**src/rtl/exc_commit.sv**
```systemverilog
// Commit-stage exception sequencer: picks the highest-priority event on the
// writeback instruction, kills it, requests the CP0 event, holds the pipeline
// flushed until the data bus drains and hands the redirect PC to fetch.
// Optional: define EXC_STATS_EN to add exc_count/int_count/eret_count.
module exc_commit #(
  parameter int          OUT_W      = 3,
  parameter logic [31:0] EXC_VECTOR = 32'hBFC00380
) (
  input  logic             clk,
  input  logic             reset,
  input  logic             ws_valid,
  input  logic [31:0]      ws_pc,
  input  logic             ws_bd,
  input  logic [6:0]       ws_exc,
  input  logic             ws_eret,
  input  logic             ws_refetch,
  input  logic [31:0]      ws_daddr,
  input  logic [7:0]       cause_ip,
  input  logic [7:0]       status_im,
  input  logic             status_ie,
  input  logic             status_exl,
  input  logic [31:0]      epc,
  input  logic [OUT_W-1:0] outstanding,
  output logic             exception_like,
  output logic [4:0]       exccode,
  output logic             is_delay_slot,
  output logic [31:0]      pc,
  output logic [31:0]      badvaddr,
  output logic             ws_kill,
  output logic             flush,
  output logic             redirect_valid,
  output logic [31:0]      redirect_pc,
`ifdef EXC_STATS_EN
  output logic [31:0]      exc_count,
  output logic [31:0]      int_count,
  output logic [31:0]      eret_count,
`endif
  input  logic             redirect_ready
);

  // CP0 event codes
  localparam logic [4:0] EXC_INT     = 5'h00;
  localparam logic [4:0] EXC_ADEL    = 5'h04;
  localparam logic [4:0] EXC_ADES    = 5'h05;
  localparam logic [4:0] EXC_SYS     = 5'h08;
  localparam logic [4:0] EXC_BP      = 5'h09;
  localparam logic [4:0] EXC_RI      = 5'h0a;
  localparam logic [4:0] EXC_OV      = 5'h0c;
  localparam logic [4:0] EXC_ERET    = 5'h1e;
  localparam logic [4:0] EXC_REFETCH = 5'h1f;

  typedef enum logic [1:0] {IDLE, DRAIN, REDIRECT} state_t;

  typedef struct packed {
    logic        hit;
    logic [4:0]  code;
    logic [31:0] bva;
    logic        is_int;
    logic        is_eret;
    logic        is_ref;
  } evt_t;

  state_t state, state_nx;
  evt_t   evt;
  logic   int_pend;

  assign int_pend = status_ie & ~status_exl & |(cause_ip & status_im);

  // Event arbitration; only a valid instruction in IDLE can raise an event
  always_comb begin
    evt = '0;
    if (state == IDLE && ws_valid) begin
      evt.hit = 1'b1;
      if (int_pend)           begin evt.code = EXC_INT; evt.is_int = 1'b1; end
      else if (ws_exc[0])     begin evt.code = EXC_ADEL; evt.bva = ws_pc; end
      else if (ws_exc[1])     evt.code = EXC_RI;
      else if (ws_exc[2])     evt.code = EXC_OV;
      else if (ws_exc[3])     evt.code = EXC_SYS;
      else if (ws_exc[4])     evt.code = EXC_BP;
      else if (ws_exc[5])     begin evt.code = EXC_ADEL; evt.bva = ws_daddr; end
      else if (ws_exc[6])     begin evt.code = EXC_ADES; evt.bva = ws_daddr; end
      else if (ws_eret)       begin evt.code = EXC_ERET; evt.is_eret = 1'b1; end
      else if (ws_refetch)    begin evt.code = EXC_REFETCH; evt.is_ref = 1'b1; end
      else                    evt.hit = 1'b0;
    end
  end

  // Next state and outputs
  always_comb begin
    state_nx       = state;
    exception_like = 1'b0;
    exccode        = 5'h00;
    is_delay_slot  = 1'b0;
    pc             = 32'h0;
    badvaddr       = 32'h0;
    ws_kill        = 1'b0;
    flush          = 1'b0;
    redirect_valid = 1'b0;
    case (state)
      IDLE: begin
        if (evt.hit) begin
          exception_like = 1'b1;
          exccode        = evt.code;
          is_delay_slot  = ws_bd;
          pc             = ws_pc;
          badvaddr       = evt.bva;
          ws_kill        = 1'b1;
          flush          = 1'b1;
          state_nx       = (outstanding != '0) ? DRAIN : REDIRECT;
        end
      end
      DRAIN: begin
        flush = 1'b1;
        if (outstanding == '0) state_nx = REDIRECT;
      end
      REDIRECT: begin
        flush          = 1'b1;
        redirect_valid = 1'b1;
        if (redirect_ready) state_nx = IDLE;
      end
      default: state_nx = IDLE;
    endcase
  end

  // State register and redirect target latched at commit
  always_ff @(posedge clk) begin
    if (reset) begin
      state       <= IDLE;
      redirect_pc <= 32'h0;
    end else begin
      state <= state_nx;
      if (evt.hit)
        redirect_pc <= evt.is_eret ? epc : (evt.is_ref ? ws_pc : EXC_VECTOR);
    end
  end

`ifdef EXC_STATS_EN
  // Event counters, one bump per commit of the matching class
  always_ff @(posedge clk) begin
    if (reset) begin
      exc_count  <= 32'h0;
      int_count  <= 32'h0;
      eret_count <= 32'h0;
    end else if (evt.hit) begin
      if (evt.is_int) int_count <= int_count + 32'd1;
      else if (evt.is_eret) eret_count <= eret_count + 32'd1;
      else if (!evt.is_ref) exc_count <= exc_count + 32'd1;
    end
  end
`endif

endmodule

```
**config.mk**
```make
export PLATFORM = sky130hd
export DESIGN_NAME = exc_commit
export DESIGN_NICKNAME = d
export VERILOG_FILES = /design/src/rtl/exc_commit.sv
export SDC_FILE = /design/constraint.sdc
export NUM_CORES = 1
export LEC_CHECK = 0
export CAP_MARGIN = 20
export CORE_MARGIN = 2
export CORE_UTILIZATION = 27
export DETAILED_ROUTE_END_ITERATION = 8
export PLACE_DENSITY = 0.78
export SLEW_MARGIN = 25
export SYNTH_ARGS = -nofsm -noshare
export SYNTH_HDL_FRONTEND = slang
export SYNTH_SLANG_ARGS = --single-unit
export TNS_END_PERCENT = 1
```
**constraint.sdc**
```tcl
create_clock -name clk -period 2.05 [get_ports clk]
set_input_delay 0.41 -clock clk [delete_from_list [all_inputs] [get_ports clk]]
set_output_delay 0.41 -clock clk [all_outputs]
set_load 0.05 [all_outputs]
```
### After elaboration in Yosys (flattened, before gate mapping)

Cells that the tools add are included.

| storage, ports and cells | value |
|---|---|
| logic and storage cells | 75 |
| input port bits | 131 |
| register bits after elaboration | 34 |
| output and inout port bits | 106 |

| operators by class | value |
|---|---|
| muxes and demuxes | 57 |
| reductions and logical operators | 7 |
| bitwise gates (word level) | 4 |
| equality and inequality tests | 5 |

Operator list:

| kind | number |
|---|---|
| 32-bit two-way mux | 12 |
| 37-bit two-way mux | 2 |
| 5-bit two-way mux | 10 |
| 41-bit two-way mux | 1 |
| 2-bit two-way mux | 12 |
| 1-bit two-way mux | 18 |
| 8-bit AND | 1 |
| 8-bit OR reduction | 1 |
| 2-bit != test, second input constant | 3 |
| 2-bit case mux with 3 select lines | 1 |
| 3-bit logical NOT | 1 |
| 3-bit AND reduction | 1 |
| 3-bit nonzero test | 1 |
| 1-bit AND | 2 |
| 2-bit by 1-bit equality test with 1-bit output, second input constant | 1 |
| 2-bit equality test, second input constant | 1 |
| 2-bit logical NOT | 1 |
| 1-bit case mux with 2 select lines | 1 |
| 2-bit OR reduction | 1 |
| 1-bit logical AND | 1 |
| 1-bit inverter | 1 |

### Depth between registers and ports, before layout

Gate-level depths: netlist of the first run.

| depth | value |
|---|---|
| depth in word-level cells | 13 |
| mapped depth | 7 |
| depth with buffers taken out | 6 |

### Worst setup path before layout of the first run

OpenSTA, ideal clock, no wires.

| timing path | value |
|---|---|
| kind | in2out |
| from | input port cause_ip[3] |
| to | output port exccode[0] |
| setup slack | -0.888 ns |
| arrival time | 2.528 ns |
| path buffers | 1 |
| required time | 1.640 ns |
| stages | 5 |
| cell sequence | a22oi_1 -> a41o_1 -> or3b_2 -> buf_2 -> nor3_1 |

| between the ends | value |
|---|---|
| word-level cells in the longest chain between the ends | 7 |
| elaborated cells on any way between the ends | 8 |
| those cells by class | mux: 5; bitwise: 2; reduce/logical: 1 |

RTL lines:

| element | line | source |
|---|---|---|
| start: declaration | 18 | `input logic [7:0] cause_ip,` |
| 8-bit AND (*) | 67 | `assign int_pend = status_ie & ~status_exl & \|(cause_ip & status_im);` |
| 8-bit OR reduction (*) | 67 |  |
| 1-bit AND (*) | 67 |  |
| 5-bit two-way mux / 1-bit two-way mux (equally long branches) | 74 | `if (int_pend) begin evt.code = EXC_INT; evt.is_int = 1'b1; end` |
| 41-bit two-way mux (*) | 72 | `if (state == IDLE && ws_valid) begin` |
| 5-bit two-way mux (*) | 101 | `if (evt.hit) begin` |
| 5-bit two-way mux (*) | 99 | `case (state)` |
| end: declaration | 25 | `output logic [4:0] exccode,` |

Mark *: on every way between the ends. The rest lies on a longest branch, timed or not.

### Final worst setup path of the first run

| timing path | value |
|---|---|
| from | input port ws_valid |
| to | output port badvaddr[20] |

| between the ends | value |
|---|---|
| word-level cells in the longest chain between the ends | 4 |

RTL lines:

| element | line | source |
|---|---|---|
| start: declaration | 11 | `input logic ws_valid,` |
| 1-bit logical AND | 72 |  |
| 41-bit two-way mux | 72 |  |
| 32-bit two-way mux | 101 |  |
| 32-bit two-way mux | 99 |  |
| end: declaration | 28 | `output logic [31:0] badvaddr,` |

No other way between the ends.

==> results of run 1 <==
[worst paths after layout]
check | from | endpoint | slack, ns | cells past startpoint
min | redirect_pc[11]$_SDFFE_PP0P_ | redirect_pc[11]$_SDFFE_PP0P_ | 0.46 | 1
max reg2reg | state[0]$_SDFFE_PP0P_ | state[1]$_SDFFE_PP0P_ | 0.50 | 7
min reg2reg | redirect_pc[11]$_SDFFE_PP0P_ | redirect_pc[11]$_SDFFE_PP0P_ | 0.46 | 1
max | ws_valid | badvaddr[20] | -0.44 | 7
[cells by family (layout without fill, tap and decap cells)]
family                     Yosys count  in the layout  synth area share (%)
AOI/OAI and AO/OA                  112            112                 36.41
DFF                                 34             34                 29.04
adders and majority gates            4              4                 2.136
buffers and inverters               33            293                 6.620
and+or+nand+nor                    116            116                 25.79
[cell usage in the layout, fill, tap and decap left out, types with 3 or more instances in the layout]
| master | instances |
|---|---|
| dlygate4sd2_1 | 3 |
| buf_4 | 28 |
| o2bb2ai_1 | 20 |
| nor2_2 | 3 |
| clkbuf_8 | 6 |
| nor2_4 | 35 |
| inv_1 | 4 |
| nor3_4 | 5 |
| buf_2 | 3 |
| and2_4 | 28 |
| clkbuf_2 | 7 |
| and2_2 | 5 |
| o22a_1 | 12 |
| clkdlybuf4s50_1 | 135 |
| dfxtp_1 | 34 |
| buf_6 | 43 |
| o22ai_1 | 12 |
| buf_8 | 3 |
| a22oi_2 | 3 |
| buf_12 | 44 |
| nor2_1 | 18 |
| a22oi_1 | 53 |
| nor3_1 | 3 |
| a21oi_1 | 5 |
| clkdlybuf4s15_1 | 12 |
| ha_1 | 3 |
[per-stage QoR]
| step | instances | hold WS [ns] | utilization, % |
|---|---|---|---|
| floorplan | 299 | 0.4794 | - |
| global placement | 651 | 0.4448 | 68.97 |
| detailed placement | 651 | 0.4457 | 68.97 |
| CTS | 664 | 0.4665 | 73.38 |
| global route | 664 | 0.4778 | 73.30 |
| finish | 664 | 0.4644 | 73.30 |
[state kept, by name, indices dropped and copies added, names as in the netlist]
name,flops
redirect_pc,32
state,2
[worst max-delay path: stages]
cell and delay (ns):
clkdlybuf4s50_1 0.50, nand2_2 0.09, or3b_4 0.47, buf_12 0.17, buf_12 0.15, nor2_4 0.13, buf_12 0.15
[routing by layer]
metal	share of wire, %	track usage, %	vias up
met1	37	27.93	1662
met5	0	0	-
met3	7.7	6.763	26
li1	-	-	1634
met4	2.3	9.967	0
met2	53	48.24	175
[power breakdown]
group | total [mW] | switching (mW) | internal (mW) | leakage, nW
sequential | 0.786 | 0.0442 | 0.742 | 0.278
clock | 0.518 | 0.246 | 0.271 | 0.0482
combinational | 3.99 | 2.24 | 1.75 | 1.97
total | 5.29 | 2.53 | 2.76 | 2.29
[layout make-up]
cell class                 instances  area share [%]
sequential                        34           11.19
clock inverter                     1         0.08227
timing repair buffer             281           53.25
multi-input combinational        232           31.65
clock buffer                       7           1.419
inverter                           4          0.2468
tap                              105           2.160
[repair_timing]
| action | in CTS | in global routing |
|---|---|---|
| setup buffers | 3 | 0 |
| resized for setup | 101 | 18 |
| hold buffers | 0 | 0 |
| endpoints found under the setup margin | 101 | 73 |
| pin swaps | 16 | 15 |
| gates cloned | 2 | 0 |
==> impl_metrics.csv, run 1 <==
group,metric,value,unit
global_route,antenna_found_initial,0,
die,die_w,97.17,um
setup_path,crit_fanout,8,
clock_network,htreeDepth,2,
logic_synthesis,netlist.top_cell.by_area,"dfxtp_1",
timing,worst_pin_slew,0.5385,ns
detailed_routing,drt-pass1-iter-count,5,
die,fp.dieArea,0.009441,mm^2
logic_synthesis,synth_nets,434,
global_route,grt-ovfl-total,0,
clock_network,cts_sinks,34,
timing,fin_crit,2.485,ns
status,violations,"setup timing",
logic_synthesis,yosysMostFrequentCell,"a22oi_1",
timing,clock-skew-final,0.002332,ns
place,placed_area,0.005724,mm^2
timing,setup_viol_count_final,73,
logic_synthesis,synth.distinct_cells,37,
die,pin_count,237,
clock_network,cts_made_buffers,5,
final_layout,antenna-diode-count,0,
setup_path,crit_type,"in -> out",
clock_network,cts_tree,"done",
logic_synthesis,synthTopCellsByCount,"a22oi_1 (56), nor2_1 (55), dfxtp_1 (34)",
power_and_ir_drop,power,5.291,mW
final_layout,ff_latch_area,680.7,um^2
logic_synthesis,ys_async_sr_fraction,0,%
logic_synthesis,seq_area_frac_synth,29.04,%
detailed_routing,drc_errors,0,
timing,fmax,0.4024,GHz
final_layout,postLayoutCellArea,0.006083,mm^2
final_layout,drive_gt1_share,40.25,%
timing,fin_setup_tns,-25.88,ns
logic_synthesis,ys.flop_type,"dfxtp_1",
die,coreArea,0.008299,mm^2
detailed_routing,via_count,3497,
power_and_ir_drop,power.density,869.7,mW/mm^2
timing,post-route-period-util,121.2,%
logic_synthesis,ys_ff_latch,34,
clock_network,clk_path_buf_depth,2,
detailed_routing,viasPerCell,5.267,
logic_synthesis,syn_area_per_cell,7.838,um^2
timing,slew_viol_final,0,
clock_network,path_clk_slew,0.07,ns
worst_hold_path,min_path_type,"reg -> reg",
detailed_routing,antenna_left,0,
final_layout,fill_cells,611,
logic_synthesis,synth_area,0.002343,mm^2
clock_network,clk-insertion-delay-late,0.28,ns
power_and_ir_drop,leakagePower,2.293,nW
logic_synthesis,synthTopCellsByArea,"dfxtp_1 (29%), a22oi_1 (18%), and2_1 (8.8%)",
timing,rsz0062_at_grt,"yes",
global_route,grt_pass1_vias,3819,
final_layout,nets,693,
global_route,grt_first_pass_wirelength,19.99,mm
place,place_ws,-0.7719,ns
detailed_routing,first_iter_violations,145,
detailed_routing,drt-total-wl,12.67,mm
place,io_buffers,236,
logic_synthesis,synth-edff-count,0,
place,place_congestion,0.9261,
status,status,"complete, but fails checks",
place,dp_hpwl,9.437,mm
final_layout,multi_input_area,0.001926,mm^2
power_and_ir_drop,vdd_drop_max,0.0006948,V
timing,hold_viol,0,
timing,timing.slew.headroom,63.99,%
logic_synthesis,yosys_warnings,0,
final_layout,syn2layout_area_growth,159.6,%
die,fp-row-count,33,
setup_path,startpoint_type,"input port",
setup_path,crit_required,1.64,ns
global_route,grt_start_max_net_pins,38,
logic_synthesis,synth_top_area_share,29.04,%
timing,fin_ws,-0.4353,ns
setup_path,cp-end-kind,"output pin",
logic_synthesis,synthCells,299,
flow_run,max-cap-violations,0,
die,die_h,97.17,um
global_route,track_usage,25.96,%
clock_network,root_buffer,"clkbuf_8",
detailed_routing,wl_per_cell,19.08,um
setup_path,cp.arrival,2.08,ns
die,start_util,28.24,%
Power figures use the tool's default switching activity.
==> run 2, diff against run 1 <==
--- a/config.mk
+++ b/config.mk
@@ -8,6 +8,7 @@
 export CAP_MARGIN = 20
 export CORE_MARGIN = 2
 export CORE_UTILIZATION = 27
+export CTS_BUF_LIST = sky130_fd_sc_hd__clkbuf_2 sky130_fd_sc_hd__clkbuf_4 sky130_fd_sc_hd__clkbuf_8
 export DETAILED_ROUTE_END_ITERATION = 8
 export PLACE_DENSITY = 0.78
 export SLEW_MARGIN = 25
==> constraint.sdc (replaced) <==
create_clock -name clk -period 2.1 [get_ports clk]
set_input_delay 0.42 -clock clk [delete_from_list [all_inputs] [get_ports clk]]
set_output_delay 0.42 -clock clk [all_outputs]
set_load 0.05 [all_outputs]
==> run 2 against run 1 <==
  * The run still ends with setup timing left
  * Critical endpoint is now pc[31]
  * Hold slack worse by 0.0012 ns
  * Count of clock-buffer cells in the layout shrank 2
  * Design area down 0.78%
  * Via count shrank 0.83%
  * Sequential share of layout area rose by 0.11 points
  * Register-to-register slack better by 0.12 ns
  * Wire length shrank 1.6%
  * Clock skew increased by 0.0038 ns
  * Combinational power fell by 3%
  * Non-clock buffer count is 1 lower
  * Clock power up 15%
==> impl_metrics.csv, run 2 (synthesis gave the netlist of run 1 again) <==
group,metric,value,unit
timing,worst_pin_slew,0.5421,ns
setup_path,cp.arrival,2.02,ns
global_route,grt-ovfl-total,0,
timing,fmax,0.4094,GHz
place,dp_hpwl,9.450,mm
clock_network,htreeDepth,2,
final_layout,postLayoutCellArea,0.006036,mm^2
timing,rsz0062_at_grt,"yes",
worst_hold_path,min_path_type,"reg -> reg",
timing,timing.slew.headroom,63.75,%
clock_network,path_clk_slew,0.07,ns
place,placed_area,0.005717,mm^2
die,die_w,97.17,um
status,violations,"setup timing",
detailed_routing,wl_per_cell,18.80,um
timing,fin_ws,-0.3426,ns
die,pin_count,237,
detailed_routing,antenna_left,0,
timing,slew_viol_final,0,
clock_network,clk-insertion-delay-late,0.28,ns
clock_network,ctsHoldBuffers,0,
detailed_routing,via_count,3468,
timing,fin_crit,2.443,ns
global_route,grt_pass1_vias,3832,
place,place_congestion,0.9269,
setup_path,cp-end-kind,"output pin",
timing,post-route-period-util,116.3,%
setup_path,crit_fanout,29,
detailed_routing,drt-total-wl,12.46,mm
final_layout,antenna-diode-count,0,
detailed_routing,viasPerCell,5.231,
global_route,antenna_found_initial,0,
clock_network,clk_path_buf_depth,2,
clock_network,cts_made_buffers,5,
final_layout,nets,692,
final_layout,finalNonFillerCells,663,
die,coreArea,0.008299,mm^2
timing,clock-skew-final,0.006148,ns
detailed_routing,first_iter_violations,93,
setup_path,crit_type,"in -> out",
flow_run,max-cap-violations,0,
global_route,grt_first_pass_wirelength,20.03,mm
final_layout,final_common_cell,"clkdlybuf4s50_1",
power_and_ir_drop,power.density,867.6,mW/mm^2
die,start_util,28.24,%
clock_network,cts_sinks,34,
global_route,track_usage,25.93,%
final_layout,final_cell_mix,"clkdlybuf4s50_1 (134), a22oi_1 (55), buf_6 (44), buf_12 (43), nor2_4 (35)",
status,status,"complete, but fails checks",
die,fp-row-count,33,
place,io_buffers,236,
place,place_ws,-0.7344,ns
setup_path,crit_required,1.68,ns
global_route,grt_start_max_net_pins,38,
place,dp_cells,650,
final_layout,regMostFlops,"redirect_pc",
timing,hold_viol,0,
detailed_routing,drt-pass1-iter-count,5,
detailed_routing,drc_errors,0,
setup_path,startpoint_type,"input port",
timing,fin_setup_tns,-19.86,ns
die,die_h,97.17,um
final_layout,largest_register_ffs,32,
clock_network,cts_tree,"done",
power_and_ir_drop,leakagePower,2.283,nW
final_layout,reg_top3,"redirect_pc (32), state (2)",
clock_network,root_buffer,"clkbuf_8",
die,fp.dieArea,0.009441,mm^2
final_layout,syn2layout_area_growth,157.6,%
final_layout,drive_gt1_share,42.11,%
timing,setup_viol_count_final,73,
power_and_ir_drop,vdd_drop_max,0.0006460,V
==> run 2: cell types whose count changed in the layout (fill, tap and decap cells not counted), moves of 2 or more <==
| cell | delta |
|---|---|
| a22oi_2 | -2 |
| clkdlybuf4s15_1 | -8 |
| inv_1 | -2 |
| inv_2 | +2 |
| buf_2 | +16 |
| a22oi_1 | +2 |
| clkbuf_2 | -7 |
==> run 2: layer usage <==
metal  vias up  track usage (%)  part of all wire, %
met3        20            6.115                  6.8
met4         0            8.451                  1.8
met5         -                0                    0
li1       1634                -                    -
met2       146            49.15                   54
met1      1668            28.12                   37
==> run 2: final cells by class <==
class | instances | area [um^2]
multi-input combinational | 232 | 1926
fill | 641 | 2263
timing repair buffer | 280 | 3173
clock inverter | 3 | 40.04
inverter | 4 | 15.01
tap | 105 | 131.4
clock buffer | 5 | 68.82
sequential | 34 | 681.9
==> run 2: worst max-delay path, cell delays in order <==
cell	delay [ns]
buf_6	0.09
or4_4	0.55
nor3_4	0.22
buf_6	0.13
a21oi_4	0.07
buf_12	0.18
and2_2	0.21
buf_6	0.15
==> run 2: final timing paths <==
path                                                  start                     endpoint  slack [ns]  cells after the start
worst max-delay path                              ws_exc[5]                       pc[31]       -0.34                      8
worst min-delay path            redirect_pc[3]$_SDFFE_PP0P_  redirect_pc[3]$_SDFFE_PP0P_        0.46                      1
worst max register to register        state[1]$_SDFFE_PP0P_        state[1]$_SDFFE_PP0P_        0.62                      6
worst min register to register  redirect_pc[3]$_SDFFE_PP0P_  redirect_pc[3]$_SDFFE_PP0P_        0.46                      1
==> run 2: power by group <==
part           leakage (nW)  switching [mW]  total [mW]  internal (mW)
sequential            0.278          0.0445       0.770          0.726
combinational          1.95            2.19        3.87           1.68
clock                0.0579           0.246       0.595          0.349
total                  2.28            2.48        5.24           2.75
==> run 2: metrics by stage <==
stage                     total power, mW  hold slack, ns  utilization, %
after floorplan                     3.063          0.4820               -
after global placement              4.246          0.4448           68.88
after detailed placement            4.301          0.4458           68.88
after CTS                           5.208          0.4655           72.43
after global routing                5.466          0.4882           72.73
final                               5.237          0.4633           72.73
==> run 2: repair_timing <==
item / CTS / global route
setup buffers: 3 / 0
setup endpoints to repair: 102 / 73
resized for setup: 133 / 8
gates cloned: 2 / 0
pin swaps: 15 / 10
==> run 3, diff against run 2 <==
--- a/config.mk
+++ b/config.mk
@@ -5,7 +5,7 @@
 export SDC_FILE = /design/constraint.sdc
 export NUM_CORES = 1
 export LEC_CHECK = 0
-export CAP_MARGIN = 20
+export CAP_MARGIN = 40
 export CORE_MARGIN = 2
 export CORE_UTILIZATION = 27
 export CTS_BUF_LIST = sky130_fd_sc_hd__clkbuf_2 sky130_fd_sc_hd__clkbuf_4 sky130_fd_sc_hd__clkbuf_8
==> results of run 3 <==
Final layout, timing and power as in run 2 (identical DEF).
